[src/rtl/qsys_serial_endpoint_pkg.sv]
// Shared types and constants for the serial register endpoint.
// Frame/response sizes and the FSM state encoding live here.
package qsys_serial_endpoint_pkg;

    localparam int FRAME_BITS = 65;
    localparam int RESP_BITS  = 32;
    localparam logic [31:0] ERR_RDATA = 32'hDEADBEEF;

    typedef enum logic [2:0] {
        ST_IDLE,
        ST_SHIFT_IN,
        ST_ACCESS,
        ST_RESP,
        ST_SHIFT_OUT
    } state_e;

endpackage

[src/rtl/qsys_serial_endpoint_shifter.sv]
// Serial frame shift-in register with bit counter, plus the
// read-response shift-out register with its own bit counter.
module serial_frame_shifter
    import qsys_serial_endpoint_pkg::*;
(
    input  logic                  clk,
    input  logic                  rst,
    input  logic                  in_start,
    input  logic                  in_shift,
    input  logic                  sdi,
    input  logic                  out_load,
    input  logic [31:0]           out_data,
    input  logic                  out_shift,
    output logic [FRAME_BITS-1:0] frame,
    output logic [6:0]            in_cnt,
    output logic                  out_msb,
    output logic [5:0]            out_cnt
);

    logic [FRAME_BITS-1:0] frame_q, frame_d;
    logic [6:0]            cnt_q, cnt_d;
    logic [RESP_BITS-1:0]  sout_q, sout_d;
    logic [5:0]            ocnt_q, ocnt_d;

    always_comb begin
        frame_d = frame_q;
        cnt_d   = cnt_q;
        sout_d  = sout_q;
        ocnt_d  = ocnt_q;
        if (in_start) begin
            frame_d = {{(FRAME_BITS-1){1'b0}}, sdi};
            cnt_d   = 7'd1;
        end else if (in_shift) begin
            frame_d = {frame_q[FRAME_BITS-2:0], sdi};
            cnt_d   = cnt_q + 7'd1;
        end
        if (out_load) begin
            sout_d = out_data;
            ocnt_d = 6'd0;
        end else if (out_shift) begin
            sout_d = {sout_q[RESP_BITS-2:0], 1'b0};
            ocnt_d = ocnt_q + 6'd1;
        end
    end

    always_ff @(posedge clk or posedge rst) begin
        if (rst) begin
            frame_q <= '0;
            cnt_q   <= '0;
            sout_q  <= '0;
            ocnt_q  <= '0;
        end else begin
            frame_q <= frame_d;
            cnt_q   <= cnt_d;
            sout_q  <= sout_d;
            ocnt_q  <= ocnt_d;
        end
    end

    assign frame   = frame_q;
    assign in_cnt  = cnt_q;
    assign out_msb = sout_q[RESP_BITS-1];
    assign out_cnt = ocnt_q;

endmodule

[src/rtl/qsys_serial_endpoint.sv]
// Serial-framed register access endpoint: 65-bit command frame in,
// single register access with timeout, serial read response out.
module qsys_serial_endpoint
    import qsys_serial_endpoint_pkg::*;
#(
    parameter int ADDR_WIDTH  = 8,
    parameter int ACK_TIMEOUT = 256
) (
    input  logic                  csi_MCLK_clk,
    input  logic                  rsi_MRST_reset,
    input  logic                  ser_sdi,
    input  logic                  ser_sle,
    output logic                  ser_sdo,
    output logic                  ser_srdy,
    output logic [ADDR_WIDTH-1:0] reg_addr,
    output logic [31:0]           reg_wdata,
    output logic                  reg_wr,
    output logic                  reg_rd,
    input  logic [31:0]           reg_rdata,
    input  logic                  reg_ack,
    output logic                  frame_err
);

    localparam int TW = $clog2(ACK_TIMEOUT + 1);

    state_e                state_q, state_d;
    logic [ADDR_WIDTH-1:0] addr_q, addr_d;
    logic [31:0]           wdata_q, wdata_d;
    logic                  wr_q, wr_d;
    logic                  rd_q, rd_d;
    logic                  op_q, op_d;
    logic                  err_q, err_d;
    logic                  srdy_q, srdy_d;
    logic                  sdo_q, sdo_d;
    logic [TW-1:0]         tmo_q, tmo_d;

    logic                  in_start, in_shift;
    logic                  out_load, out_shift;
    logic [31:0]           out_data;
    logic [FRAME_BITS-1:0] frame;
    logic [6:0]            in_cnt;
    logic                  out_msb;
    logic [5:0]            out_cnt;
    logic                  unused_frame_hi;

    assign unused_frame_hi = ^frame[63:32];

    serial_frame_shifter u_shifter (
        .clk       (csi_MCLK_clk),
        .rst       (rsi_MRST_reset),
        .in_start  (in_start),
        .in_shift  (in_shift),
        .sdi       (ser_sdi),
        .out_load  (out_load),
        .out_data  (out_data),
        .out_shift (out_shift),
        .frame     (frame),
        .in_cnt    (in_cnt),
        .out_msb   (out_msb),
        .out_cnt   (out_cnt)
    );

    always_comb begin
        state_d   = state_q;
        addr_d    = addr_q;
        wdata_d   = wdata_q;
        wr_d      = wr_q;
        rd_d      = rd_q;
        op_d      = op_q;
        tmo_d     = tmo_q;
        err_d     = 1'b0;
        srdy_d    = 1'b0;
        sdo_d     = 1'b0;
        in_start  = 1'b0;
        in_shift  = 1'b0;
        out_load  = 1'b0;
        out_shift = 1'b0;
        out_data  = reg_rdata;
        unique case (state_q)
            ST_IDLE: begin
                if (ser_sle) begin
                    in_start = 1'b1;
                    state_d  = ST_SHIFT_IN;
                end
            end
            ST_SHIFT_IN: begin
                // Counter parks at FRAME_BITS+1 while an overlong frame drains.
                if (ser_sle) begin
                    if (in_cnt == 7'(FRAME_BITS)) err_d = 1'b1;
                    if (in_cnt <= 7'(FRAME_BITS)) in_shift = 1'b1;
                end else if (in_cnt == 7'(FRAME_BITS)) begin
                    addr_d  = frame[32 +: ADDR_WIDTH];
                    wdata_d = frame[31:0];
                    op_d    = frame[64];
                    wr_d    = frame[64];
                    rd_d    = ~frame[64];
                    tmo_d   = '0;
                    state_d = ST_ACCESS;
                end else begin
                    if (in_cnt < 7'(FRAME_BITS)) err_d = 1'b1;
                    state_d = ST_IDLE;
                end
            end
            ST_ACCESS: begin
                if (reg_ack) begin
                    wr_d     = 1'b0;
                    rd_d     = 1'b0;
                    out_load = ~op_q;
                    state_d  = ST_RESP;
                end else if (tmo_q == TW'(ACK_TIMEOUT - 1)) begin
                    wr_d     = 1'b0;
                    rd_d     = 1'b0;
                    err_d    = 1'b1;
                    out_load = 1'b1;
                    out_data = ERR_RDATA;
                    state_d  = ST_RESP;
                end else begin
                    tmo_d = tmo_q + TW'(1);
                end
            end
            ST_RESP: begin
                srdy_d = 1'b1;
                if (op_q) begin
                    state_d = ST_IDLE;
                end else begin
                    sdo_d     = out_msb;
                    out_shift = 1'b1;
                    state_d   = ST_SHIFT_OUT;
                end
            end
            ST_SHIFT_OUT: begin
                if (out_cnt == 6'(RESP_BITS)) begin
                    state_d = ST_IDLE;
                end else begin
                    srdy_d    = 1'b1;
                    sdo_d     = out_msb;
                    out_shift = 1'b1;
                end
            end
            default: state_d = ST_IDLE;
        endcase
    end

    always_ff @(posedge csi_MCLK_clk or posedge rsi_MRST_reset) begin
        if (rsi_MRST_reset) begin
            state_q <= ST_IDLE;
            addr_q  <= '0;
            wdata_q <= '0;
            wr_q    <= 1'b0;
            rd_q    <= 1'b0;
            op_q    <= 1'b0;
            err_q   <= 1'b0;
            srdy_q  <= 1'b0;
            sdo_q   <= 1'b0;
            tmo_q   <= '0;
        end else begin
            state_q <= state_d;
            addr_q  <= addr_d;
            wdata_q <= wdata_d;
            wr_q    <= wr_d;
            rd_q    <= rd_d;
            op_q    <= op_d;
            err_q   <= err_d;
            srdy_q  <= srdy_d;
            sdo_q   <= sdo_d;
            tmo_q   <= tmo_d;
        end
    end

    assign reg_addr  = addr_q;
    assign reg_wdata = wdata_q;
    assign reg_wr    = wr_q;
    assign reg_rd    = rd_q;
    assign frame_err = err_q;
    assign ser_srdy  = srdy_q;
    assign ser_sdo   = sdo_q;

endmodule

[config.mk]
export PLATFORM = sky130hd
export DESIGN_NAME = qsys_serial_endpoint
export DESIGN_NICKNAME = d
export VERILOG_FILES = /design/src/rtl/qsys_serial_endpoint_pkg.sv /design/src/rtl/qsys_serial_endpoint_shifter.sv /design/src/rtl/qsys_serial_endpoint.sv
export SDC_FILE = /design/constraint.sdc
export NUM_CORES = 1
export LEC_CHECK = 0
export ABC_CLOCK_PERIOD_IN_PS = 4800
export CAP_MARGIN = 20
export CORE_MARGIN = 2
export CORE_UTILIZATION = 35
export CTS_CLUSTER_SIZE = 40
export DETAILED_ROUTE_END_ITERATION = 8
export GPL_TIMING_DRIVEN = 0
export SLEW_MARGIN = 20
export SYNTH_ARGS = -nofsm -noshare
export SYNTH_HDL_FRONTEND = slang
export SYNTH_HIERARCHICAL = 1
export SYNTH_SLANG_ARGS = --single-unit
[constraint.sdc]
create_clock -name csi_MCLK_clk -period 4.8 [get_ports csi_MCLK_clk]
set_clock_uncertainty 0.15 [all_clocks]
set_input_delay 0.48 -clock csi_MCLK_clk [delete_from_list [all_inputs] [get_ports csi_MCLK_clk]]
set_output_delay 0.48 -clock csi_MCLK_clk [all_outputs]
set_load 0.005 [all_outputs]
# Yosys cells after proc, flatten, opt, wreduce, memory -nomap -nowiden
# Cells that the tools add are included.
dict set report totals {
  ff_bits 168
  output_inout_bits 45
  word_cells 97
}
dict set report op_classes {
  add_sub_neg 3
  magnitude_cmp 2
  eq_ne 14
  muxes 53
  bitwise 3
  reduce_logical 8
}
# op count
set op_table {}
lappend op_table {{$mux W32} 5}
lappend op_table {{$mux W65} 2}
lappend op_table {{$mux W9} 4}
lappend op_table {{$mux W1} 23}
lappend op_table {{$mux W3} 6}
lappend op_table {{$pmux W9 S2} 1}
lappend op_table {{$pmux W3 S5} 1}
lappend op_table {{$mux W7} 2}
lappend op_table {{$mux W6} 2}
lappend op_table {{$ne A2 B2 Y1 const B} 6}
lappend op_table {{$pmux W1 S2} 6}
lappend op_table {{$add A9 B1 Y9 const B} 1}
lappend op_table {{$eq A9 B8 Y1 const B} 1}
lappend op_table {{$reduce_and A4 Y1} 2}
lappend op_table {{$add A7 B1 Y7 const B} 1}
lappend op_table {{$eq A7 B7 Y1 const B} 1}
lappend op_table {{$le A7 B7 Y1 const B} 1}
lappend op_table {{$lt A7 B7 Y1 const B} 1}
lappend op_table {{$add A6 B1 Y6 const B} 1}
lappend op_table {{$eq A3 B2 Y1 const B} 2}
lappend op_table {{$eq A6 B6 Y1 const B} 1}
lappend op_table {{$reduce_bool A2 Y1} 3}
lappend op_table {{$reduce_and A5 Y1} 1}
lappend op_table {{$eq A3 B1 Y1 const B} 1}
lappend op_table {{6 further kinds} 8}

# Logic depth before layout (Yosys ltp)
# Gate-level depths: netlist (run 1).
dict set report depth {
  ltp_word 6
  mapped_depth 12
}

# Hierarchy
# The synthesis (run 1) kept the hierarchy.
# module n_inst cells_each area_per_inst_um2 seq_area_each_um2
set by_module_without_submodules {}
lappend by_module_without_submodules {serial_frame_shifter 1 405 4663.2 2752.6}
lappend by_module_without_submodules {qsys_serial_endpoint 1 225 2681.3 1451.4}

# Worst setup path after synthesis (run 1)
# Ideal clock, no wire load.
dict set report synth_timing {
  path_type {register to register}
  start {register tmo_q[0]}
  end {register u_shifter.sout_q[1]}
  arrival_time_ps 2153
  required_ps 4567
  slack_ps 2414
  stages_incl_launch_ff 13
  period_less_slack_ps 2386
  cell_sequence {dfrtp_1 -> ha_1 -> nand3_1 -> or2_2 -> nor2_1 -> ha_1 -> nor2_1 -> a211oi_1 -> clkbuf_1 -> buf_2 -> buf_2 -> nand2_1 -> o21ai_0}
}
dict set report synth_via {
  elab_chain_cells 5
  elab_cells_between_ends 9
  classes_between {1 x eq/ne; 7 x mux; 1 x reduce/logical}
}
# item line
set synth_rtl {}
lappend synth_rtl {{start, declared} qsys_serial_endpoint.sv:35} ;# logic [TW-1:0] tmo_q, tmo_d;
lappend synth_rtl {{start signal, assigned} qsys_serial_endpoint.sv:166} ;# tmo_q <= tmo_d;
lappend synth_rtl {{$eq A9 B8 Y1 (*)} qsys_serial_endpoint.sv:110} ;# end else if (tmo_q == TW'(ACK_TIMEOUT - 1)) begin
lappend synth_rtl {{$mux W1 (*)} qsys_serial_endpoint.sv:110}
lappend synth_rtl {{$mux W1 (*)} qsys_serial_endpoint.sv:105} ;# if (reg_ack) begin
lappend synth_rtl {{$mux W1 (*)} qsys_serial_endpoint.sv:79} ;# unique case (state_q)
lappend synth_rtl {{net out_load} qsys_serial_endpoint.sv:38} ;# logic out_load, out_shift;
lappend synth_rtl {{$mux W32 / $reduce_bool A2 Y1 (equally long branches)} --}
lappend synth_rtl {{end signal, assigned} qsys_serial_endpoint_shifter.sv:55} ;# sout_q <= sout_d;
lappend synth_rtl {{end, declared} qsys_serial_endpoint_shifter.sv:22} ;# logic [RESP_BITS-1:0] sout_q, sout_d;
# The timed path passes the listed nets; every way through them passes the cells marked *.
# A chain may end at the register's enable or synchronous reset.

# Worst setup path in the final report (run 1)
dict set report layout_timing {
  start {register tmo_q[0]}
  end {register u_shifter.sout_q[7]}
}
# The elaborated chain is that of the path after synthesis.

==> impl_metrics.toml, run 1 <==
[global_route]
grt_start_max_net_pins = 66
grt_antenna_before_repair = 0
overflow = 0
grt_pass1_wl_um = 24100
grt_pass1_vias = 4880
grt.total_usage_pct = 13.5

[yosys]
ys_types = 44
synth_seq_area_share_pct = 57.2
ys_seq_elements = 168
avgSynthCellArea_um2 = 11.7
async_reset_ff_share_pct = 100
syn_area_um2 = 7340
syn-num-nets = 671
synthCells = 630
yosys_warnings = 6
synth_flop_cell = "dfrtp_1"
synth_edf_count = 0

[die]
die_h_um = 149
initial_utilization_pct = 36.0
fp.dieW_um = 149
die_area_um2 = 22200
ios = 82
core_area_um2 = 20400
core.rowCount = 52

[drt]
dr.first_iter.drc_count = 205
drt-pass1-iter-count = 4
ant_nets = 0
wl_per_cell_um = 13.9
drcViolationCount = 0
via_count = 4820
routed_via_density = 4.76
routed_wl_um = 14100

[timing]
period_needed_ns = 2.97
worst_pin_slew_ns = 0.700
final-setup-viol-count = 0
setup_slack_ns = 1.83
drv_slew = 0
relSlewSlack_pct = 53.3
max_freq_mhz = 337
period_share_pct = 61.8
hold_viol = 0
finalSetupTns_ns = 0
rsz0062_at_grt = "false"

[clocking]
cts_buffer_depth = 2
cts_tree = "done"
h-tree-depth = 4
cts_root_buf = "clkbuf_16"
clkLatencyLatePin_ns = 0.42
clock-sinks = 168
cts_resized = 0
holdBufCountCts = 0
post_cts_buffers = 0
cts_buffers = 17
clkTransAtPathRegs_ns = 0.06

[critical_path]
cp-end-kind = "flip-flop"
reg2reg_slack_ns = 1.83
required_ns = 4.97
r2r_cells = 12
start_kind = "flip-flop"
crit_path_max_fanout = 10
crit_end = "u_shifter/sout_q[7]$_DFFE_PP0P_"
path_class = "reg -> reg"
regToRegEndpoint = "u_shifter/sout_q[7]$_DFFE_PP0P_"
r2r-start = "tmo_q[0]$_DFFE_PP0P_"
crit_start = "tmo_q[0]$_DFFE_PP0P_"
critPathArrivalTime_ns = 3.14

[finish]
areaGrowthSynthToFinish_pct = 23.7
n_antenna_cell = 0
fin_nets = 772
drive_gt1_share_pct = 13.6
fin_area_um2 = 9090

[worst_hold_path]
hold_class = "reg -> reg"
hold_path.startpoint = "reg_wdata[23]$_DFFE_PP0P_"

[run]
drv_cap = 0

[power_and_ir_drop]
leakage_nw = 4.09
peakVddDrop_v = 0.000224
power_density_nw_per_um2 = 340

[placed_design]
hpwl_um = 10100
placedInstanceArea_um2 = 8530
dp_slack_ns = 1.87
globalplace.congestion = 0.773
port_buffers = 81

[status]
status = "complete, no violations"
cell usage after synthesis (3+ instances only):
cell      number  area [um^2]
a21oi_1        5         25.0
and2_1        10         62.6
buf_2         13         65.1
buf_4          6         45.0
clkbuf_1      17         63.8
dfrtp_1      168         4200
ha_1           4         50.1
inv_1          7         26.3
mux2_1         3         33.8
mux2_2        39          439
mux2i_1       98          981
nand2_1       46          173
nand2b_1      28          175
nand3_1        6         30.0
nand3b_1       4         30.0
nand4_1        3         18.8
nor2_1        84          315
nor3_1         4         20.0
o21ai_0       41          205
or3_1          4         25.0
xnor2_1        5         43.8
xor2_1         7         61.3
area by class of cell:
cell class | instances | area [um^2]
clock buffer | 18 | 439
inverter | 7 | 33.8
tap | 270 | 338
fill | 1942 | 11300
timing repair buffer | 82 | 838
clock inverter | 12 | 119
buffer | 38 | 196
sequential | 168 | 4200
multi-input combinational | 417 | 2920
state kept, by name, indices dropped and copies added, names as in the netlist:
name	cells
u_shifter/frame	65
frame_err	1
u_shifter/sout_q	32
reg_rd	1
state_q	3
reg_addr	8
u_shifter/in_cnt	7
op_q	1
tmo_q	9
ser_sdo	1
reg_wr	1
reg_wdata	32
ser_srdy	1
u_shifter/out_cnt	6
power by group:
part / total [W] / switching, W / internal [W] / leakage [nW]
registers: 0.00156 / 0.0000627 / 0.00150 / 2.22
clock network: 0.00129 / 0.000561 / 0.000729 / 0.266
logic: 0.000236 / 0.000123 / 0.000113 / 1.61
routing by layer:
layer | vias to the layer above | GRT usage (%) | wire [um]
met5 | - | 0 | 0
met4 | 0 | 4.43 | 193
met2 | 105 | 21.5 | 6610
li1 | 2342 | - | -
met3 | 15 | 3.33 | 662
met1 | 2358 | 18.3 | 6620
cell families after synthesis:
| logic type | after synthesis | share of synthesized area (%) |
|---|---|---|
| muxes | 140 | 19.8 |
| buffers and inverters | 45 | 3.03 |
| xor gates and xnor gates | 12 | 1.43 |
| adders and majority gates | 4 | 0.681 |
| AOI/OAI and AO/OA | 58 | 4.57 |
| DFF | 168 | 57.2 |
| and+or+nand+nor | 203 | 13.3 |
worst max-delay path, cell delays in order (launching register included):
cell,delay [ns]
dfrtp_1,0.40
ha_1,0.19
nand3_1,0.12
or2_2,0.34
nor2_1,0.11
ha_1,0.19
nor2_1,0.10
a211oi_1,0.33
clkbuf_1,0.31
buf_2,0.26
buf_2,0.23
nand2_1,0.07
o21ai_0,0.08
metrics by stage:
step                instances  total power, W  utilization (%)  hold WS, ns
floorplan                 630         0.00174                -        0.303
global placement          981         0.00181             41.6        0.326
detailed placement        982         0.00183             41.7        0.331
CTS                      1012         0.00313             44.5        0.345
global route             1012         0.00324             44.5        0.377
finish                   1012         0.00309             44.5        0.343
worst min path at each step:
stage | end | slack [ns] | cells after the start
after floorplan | ser_sdo$_DFF_PP0_ | 0.30 | 1
after global placement | reg_wdata[22]$_DFFE_PP0P_ | 0.33 | 1
after detailed placement | reg_wdata[23]$_DFFE_PP0P_ | 0.33 | 1
after CTS | reg_wdata[23]$_DFFE_PP0P_ | 0.35 | 1
after global routing | reg_wdata[24]$_DFFE_PP0P_ | 0.38 | 1
final | reg_wdata[23]$_DFFE_PP0P_ | 0.34 | 1
cell usage in the layout (no fill, tap or decap), drive strengths merged, types with 22 or more instances in the layout:
cell type | synthesis | routed
nand2b | 28 | 28
mux2 | 42 | 42
dfrtp | 168 | 168
nand2 | 46 | 46
mux2i | 98 | 98
o21ai | 41 | 41
nor2 | 84 | 84
clkbuf | 17 | 35
clkdlybuf4s50 | 0 | 81
buf | 21 | 22
Note: power is estimated with default switching activity, not from simulation.
==> run 2: changes to the inputs <==
- ABC_CLOCK_PERIOD_IN_PS: 4800 -> 2800
- clock period: 4.8 -> 2.8 ns (I/O delays scaled with it)
==> impl_metrics.toml, run 2 (synthesized netlist as in run 1, its figures left out) <==
[timing]
rsz0062_at_grt = "false"
hold_viol = 0
worst_pin_slew_ns = 0.711
hold_ws_ns = 0.209
relSlewSlack_pct = 52.6
period_needed_ns = 2.57
drv_slew = 0
period_share_pct = 91.9
max_freq_mhz = 389
setup_slack_ns = 0.227
final-setup-viol-count = 0

[global_route]
overflow = 0
grt_pass1_vias = 4802
grt.total_usage_pct = 13.6
grt_start_max_net_pins = 59
grt_antenna_before_repair = 0
grt_pass1_wl_um = 23900

[placed_design]
port_buffers = 81
hpwl_um = 10200
globalplace.congestion = 0.797
dp_slack_ns = -0.0954
placedInstanceArea_um2 = 8560

[power_and_ir_drop]
leakage_nw = 4.15
switching_share_pct = 24.7
peakVddDrop_v = 0.000405
p_int_w = 0.00405
total_power_w = 0.00538
pwr-share-seq_pct = 49.8
p_clk_share_pct = 42.6
combPwrFrac_pct = 7.6
power_switching_w = 0.00133
power_density_nw_per_um2 = 585

[critical_path]
cp-end-kind = "flip-flop"
start_kind = "flip-flop"
crit_path_max_fanout = 10
path_class = "reg -> reg"
r2r_cells = 12
critPathArrivalTime_ns = 2.75
required_ns = 2.98

[finish]
areaGrowthSynthToFinish_pct = 25.1
fin_nets = 777
n_antenna_cell = 0
regArea_um2 = 4200
fin_area_um2 = 9190
largest_register_ffs = 65
layout_common_cells = "168 x dfrtp_1, 98 x mux2i_1, 84 x nor2_1, 81 x clkdlybuf4s50_1, 46 x nand2_1"
multiInputGateArea_um2 = 2930
fin_util_pct = 45.0
n_fill_cell = 1959
mostFrequentLayoutCell = "dfrtp_1"
drive_gt1_share_pct = 15.5

[clocking]
clkTransAtPathRegs_ns = 0.07
clock-sinks = 168
cts_root_buf = "clkbuf_16"
cts_buffer_depth = 2
holdBufCountCts = 0
clkLatencyLatePin_ns = 0.42
cts_tree = "done"
cts_buffers = 17
h-tree-depth = 4

[drt]
ant_nets = 0
wl_per_cell_um = 13.9
dr.first_iter.drc_count = 203
routed_via_density = 4.72
drt-pass1-iter-count = 6
drcViolationCount = 0
routed_wl_um = 14200
via_count = 4809

[run]
drv_cap = 0

[die]
die_area_um2 = 22200
ios = 82
core_area_um2 = 20400
initial_utilization_pct = 36.0
fp.dieW_um = 149
core.rowCount = 52
die_h_um = 149

[status]
status = "complete, no violations"

[worst_hold_path]
hold_class = "in -> async"
run 2: cell types whose count changed in the layout (fill, tap and decap cells not counted), moves of 2 or more:
cell        previous run  this run
buf_4                  6        10
clkinvlp_4             3         5
inv_6                  5         3
inv_8                  0         3
clkbuf_1              17        11
clkbuf_2               0         5
buf_12                 0         3
run 2: what timing repair did:
action                                 4_1_cts  5_1_grt
gates cloned                                 0        0
gates resized for setup                      3       18
endpoints found under the hold margin        0        0
setup endpoints to repair                   29       38
setup buffers                                0        3
run 2: critical path: stages, from the launching register on:
cell	delay (ns)
dfrtp_1	0.39
ha_1	0.18
nand3_1	0.11
or2_2	0.33
nor2_1	0.14
ha_2	0.20
nor2_1	0.09
a211oi_2	0.22
buf_4	0.18
clkbuf_4	0.20
buf_6	0.14
nand2_1	0.05
o21ai_0	0.09
run 2: worst paths after layout:
check / end / slack [ns] / start
setup / recovery: u_shifter/sout_q[29]$_DFFE_PP0P_ / 0.23 / tmo_q[0]$_DFFE_PP0P_
hold / removal: u_shifter/frame[12]$_DFFE_PP0P_ / 0.21 / rsi_MRST_reset
setup reg to reg: u_shifter/sout_q[29]$_DFFE_PP0P_ / 0.23 / tmo_q[0]$_DFFE_PP0P_
hold reg to reg: reg_wdata[22]$_DFFE_PP0P_ / 0.35 / reg_wdata[22]$_DFFE_PP0P_
max in group asynchronous: u_shifter/sout_q[7]$_DFFE_PP0P_ / 1.50 / rsi_MRST_reset
min in group csi_MCLK_clk: reg_wdata[22]$_DFFE_PP0P_ / 0.35 / reg_wdata[22]$_DFFE_PP0P_
run 2: power groups by stage:
| stage | combinational (W) | clock, W | sequential (W) |
|---|---|---|---|
| floorplan | 0.000288 | 0 | 0.00269 |
| global placement | 0.000389 | 0 | 0.00272 |
| detailed placement | 0.000417 | 0 | 0.00272 |
| CTS | 0.000419 | 0.00234 | 0.00268 |
| global route | 0.000471 | 0.00246 | 0.00269 |
| finish | 0.000409 | 0.00229 | 0.00268 |
run 2: cell type report:
| type | count | share of cell area, % |
|---|---|---|
| clock buffers | 19 | 4.82 |
| repair buffers | 87 | 9.72 |
| plain buffers | 38 | 2.36 |
| clock inverters | 13 | 1.50 |
| flip-flops and latches | 168 | 45.7 |
| inverters | 7 | 0.354 |
| multi-input cells | 417 | 31.8 |
| well taps | 270 | 3.68 |
run 2: layer usage:
layer | part of all wire (%) | wire length [um] | track usage (%) | vias to the layer above
met5 | 0 | 0 | 0 | -
met1 | 48 | 6880 | 18.6 | 2333
met4 | 0.96 | 136 | 4.19 | 0
met2 | 47 | 6620 | 21.3 | 94
met3 | 4.0 | 565 | 3.64 | 10
li1 | - | - | - | 2372
run 2: through the flow:
| step | cells | setup TNS (ns) |
|---|---|---|
| 6_report | 1019 | 0 |
| 5_1_grt | 1019 | 0 |
| 4_1_cts | 1016 | 0 |
| 3_5_place_dp | 984 | -0.880 |
| 3_3_place_gp | 981 | -13.63 |
| 2_1_floorplan | 630 | 0 |
==> run 3: changes to the inputs <==
- GPL_TIMING_DRIVEN: 0 -> 1
==> impl_metrics.toml, run 3 (synthesized netlist as in run 1, its figures left out) <==
[status]
status = "complete, no violations"

[global_route]
grt_start_max_net_pins = 73
grt.total_usage_pct = 13.4
overflow = 0
grt_pass1_wl_um = 23700
grt_pass1_vias = 4844
grt_antenna_before_repair = 0

[die]
ios = 82
fp.dieW_um = 149
die_h_um = 149
core.rowCount = 52
core_area_um2 = 20400
die_area_um2 = 22200
initial_utilization_pct = 36.0

[drt]
via_count = 4750
drcViolationCount = 0
drt-pass1-iter-count = 6
wl_per_cell_um = 13.8
routed_via_density = 4.82
ant_nets = 0
routed_wl_um = 13600
dr.first_iter.drc_count = 151

[timing]
finalSetupTns_ns = 0
hold_ws_ns = 0.129
worst_pin_slew_ns = 0.564
period_needed_ns = 2.55
final-setup-viol-count = 0
hold_viol = 0
max_freq_mhz = 392
relSlewSlack_pct = 62.3
period_share_pct = 91.1
rsz0062_at_grt = "false"
drv_slew = 0

[clocking]
clkLatencyLatePin_ns = 0.42
h-tree-depth = 4
cts_buffers = 17
holdBufCountCts = 0
cts_buffer_depth = 2
cts_resized = 0
cts_root_buf = "clkbuf_16"
post_cts_buffers = 0
clock-sinks = 168
cts_tree = "done"
clkTransAtPathRegs_ns = 0.06

[critical_path]
start_kind = "flip-flop"
cp-end-kind = "flip-flop"
critPathArrivalTime_ns = 2.69
required_ns = 2.94
path_class = "reg -> reg"
crit_path_max_fanout = 70

[power_and_ir_drop]
power_density_nw_per_um2 = 602
leakage_nw = 4.07
peakVddDrop_v = 0.000391

[placed_design]
globalplace.congestion = 0.743
port_buffers = 81
hpwl_um = 9210
placedInstanceArea_um2 = 8510

[finish]
layout_common_cells = "168 x dfrtp_1, 98 x mux2i_1, 84 x nor2_1, 81 x clkdlybuf4s50_1, 46 x nand2_1"
fin_area_um2 = 9100
drive_gt1_share_pct = 13.1
n_fill_cell = 1903
areaGrowthSynthToFinish_pct = 24.0
fin_nets = 745
mostFrequentLayoutCell = "dfrtp_1"
fin_util_pct = 44.6
largest_register_ffs = 65
n_antenna_cell = 0

[worst_hold_path]
hold_class = "in -> async"

[run]
drv_cap = 0
run 3: cell types whose count changed in the layout (fill, tap and decap cells not counted), sizes merged:
cell | before | now
clkinv | 2 | 1
clkinvlp | 5 | 3
buf | 28 | 12
clkbuf | 35 | 19
bufinv | 1 | 3
run 3: power breakdown:
part | switching (W) | total, W | internal, W
sequential | 0.000110 | 0.00268 | 0.00257
combinational | 0.000214 | 0.000411 | 0.000197
clock | 0.000966 | 0.00238 | 0.00142
total | 0.00129 | 0.00548 | 0.00419
run 3: worst paths after layout:
path	from	end	slack [ns]	depth (start not counted)
worst max-delay path	tmo_q[0]$_DFFE_PP0P_	u_shifter/sout_q[0]$_DFFE_PP0P_	0.25	10
worst min-delay path	rsi_MRST_reset	u_shifter/frame[13]$_DFFE_PP0P_	0.13	2
worst max register to register	tmo_q[0]$_DFFE_PP0P_	u_shifter/sout_q[0]$_DFFE_PP0P_	0.25	10
worst min register to register	reg_wdata[22]$_DFFE_PP0P_	reg_wdata[22]$_DFFE_PP0P_	0.34	1
max in group asynchronous	rsi_MRST_reset	u_shifter/out_cnt[5]$_DFFE_PP0P_	1.73	3
min in group csi_MCLK_clk	reg_wdata[22]$_DFFE_PP0P_	reg_wdata[22]$_DFFE_PP0P_	0.34	1
run 3: layer usage:
layer	vias to the layer above	global-route usage, %	part of all wire, %
met5	-	0	0
met4	0	5.05	1.7
met3	20	3.64	4.9
met2	120	21.2	47
met1	2318	17.6	47
li1	2292	-	-
run 3: cell type report:
type / instances / area (um^2) / share of cell area, %
tap: 270 / 338 / 3.71
clock buffer: 19 / 433 / 4.75
multi-input combinational: 417 / 2960 / 32.5
sequential: 168 / 4200 / 46.2
clock inverter: 12 / 165 / 1.81
inverter: 7 / 30.0 / 0.330
timing repair buffer: 93 / 976 / 10.7
run 3: per-stage QoR:
step | power, W | cells | worst slack (ns)
floorplan | 0.00298 | 630 | 0.414
global placement | 0.00312 | 955 | 0.375
detailed placement | 0.00314 | 955 | 0.287
CTS | 0.00555 | 986 | 0.266
global route | 0.00572 | 986 | 0.0410
finish | 0.00548 | 986 | 0.248
run 3: critical path: stages (launching register included):
cell and delay, ns:
dfrtp_1 0.40, ha_1 0.19, nand3_1 0.11, or2_2 0.34
nor2_1 0.13, ha_1 0.20, nor2_1 0.12, a211oi_4 0.27
buf_12 0.27, nand2b_1 0.13, o21ai_0 0.06
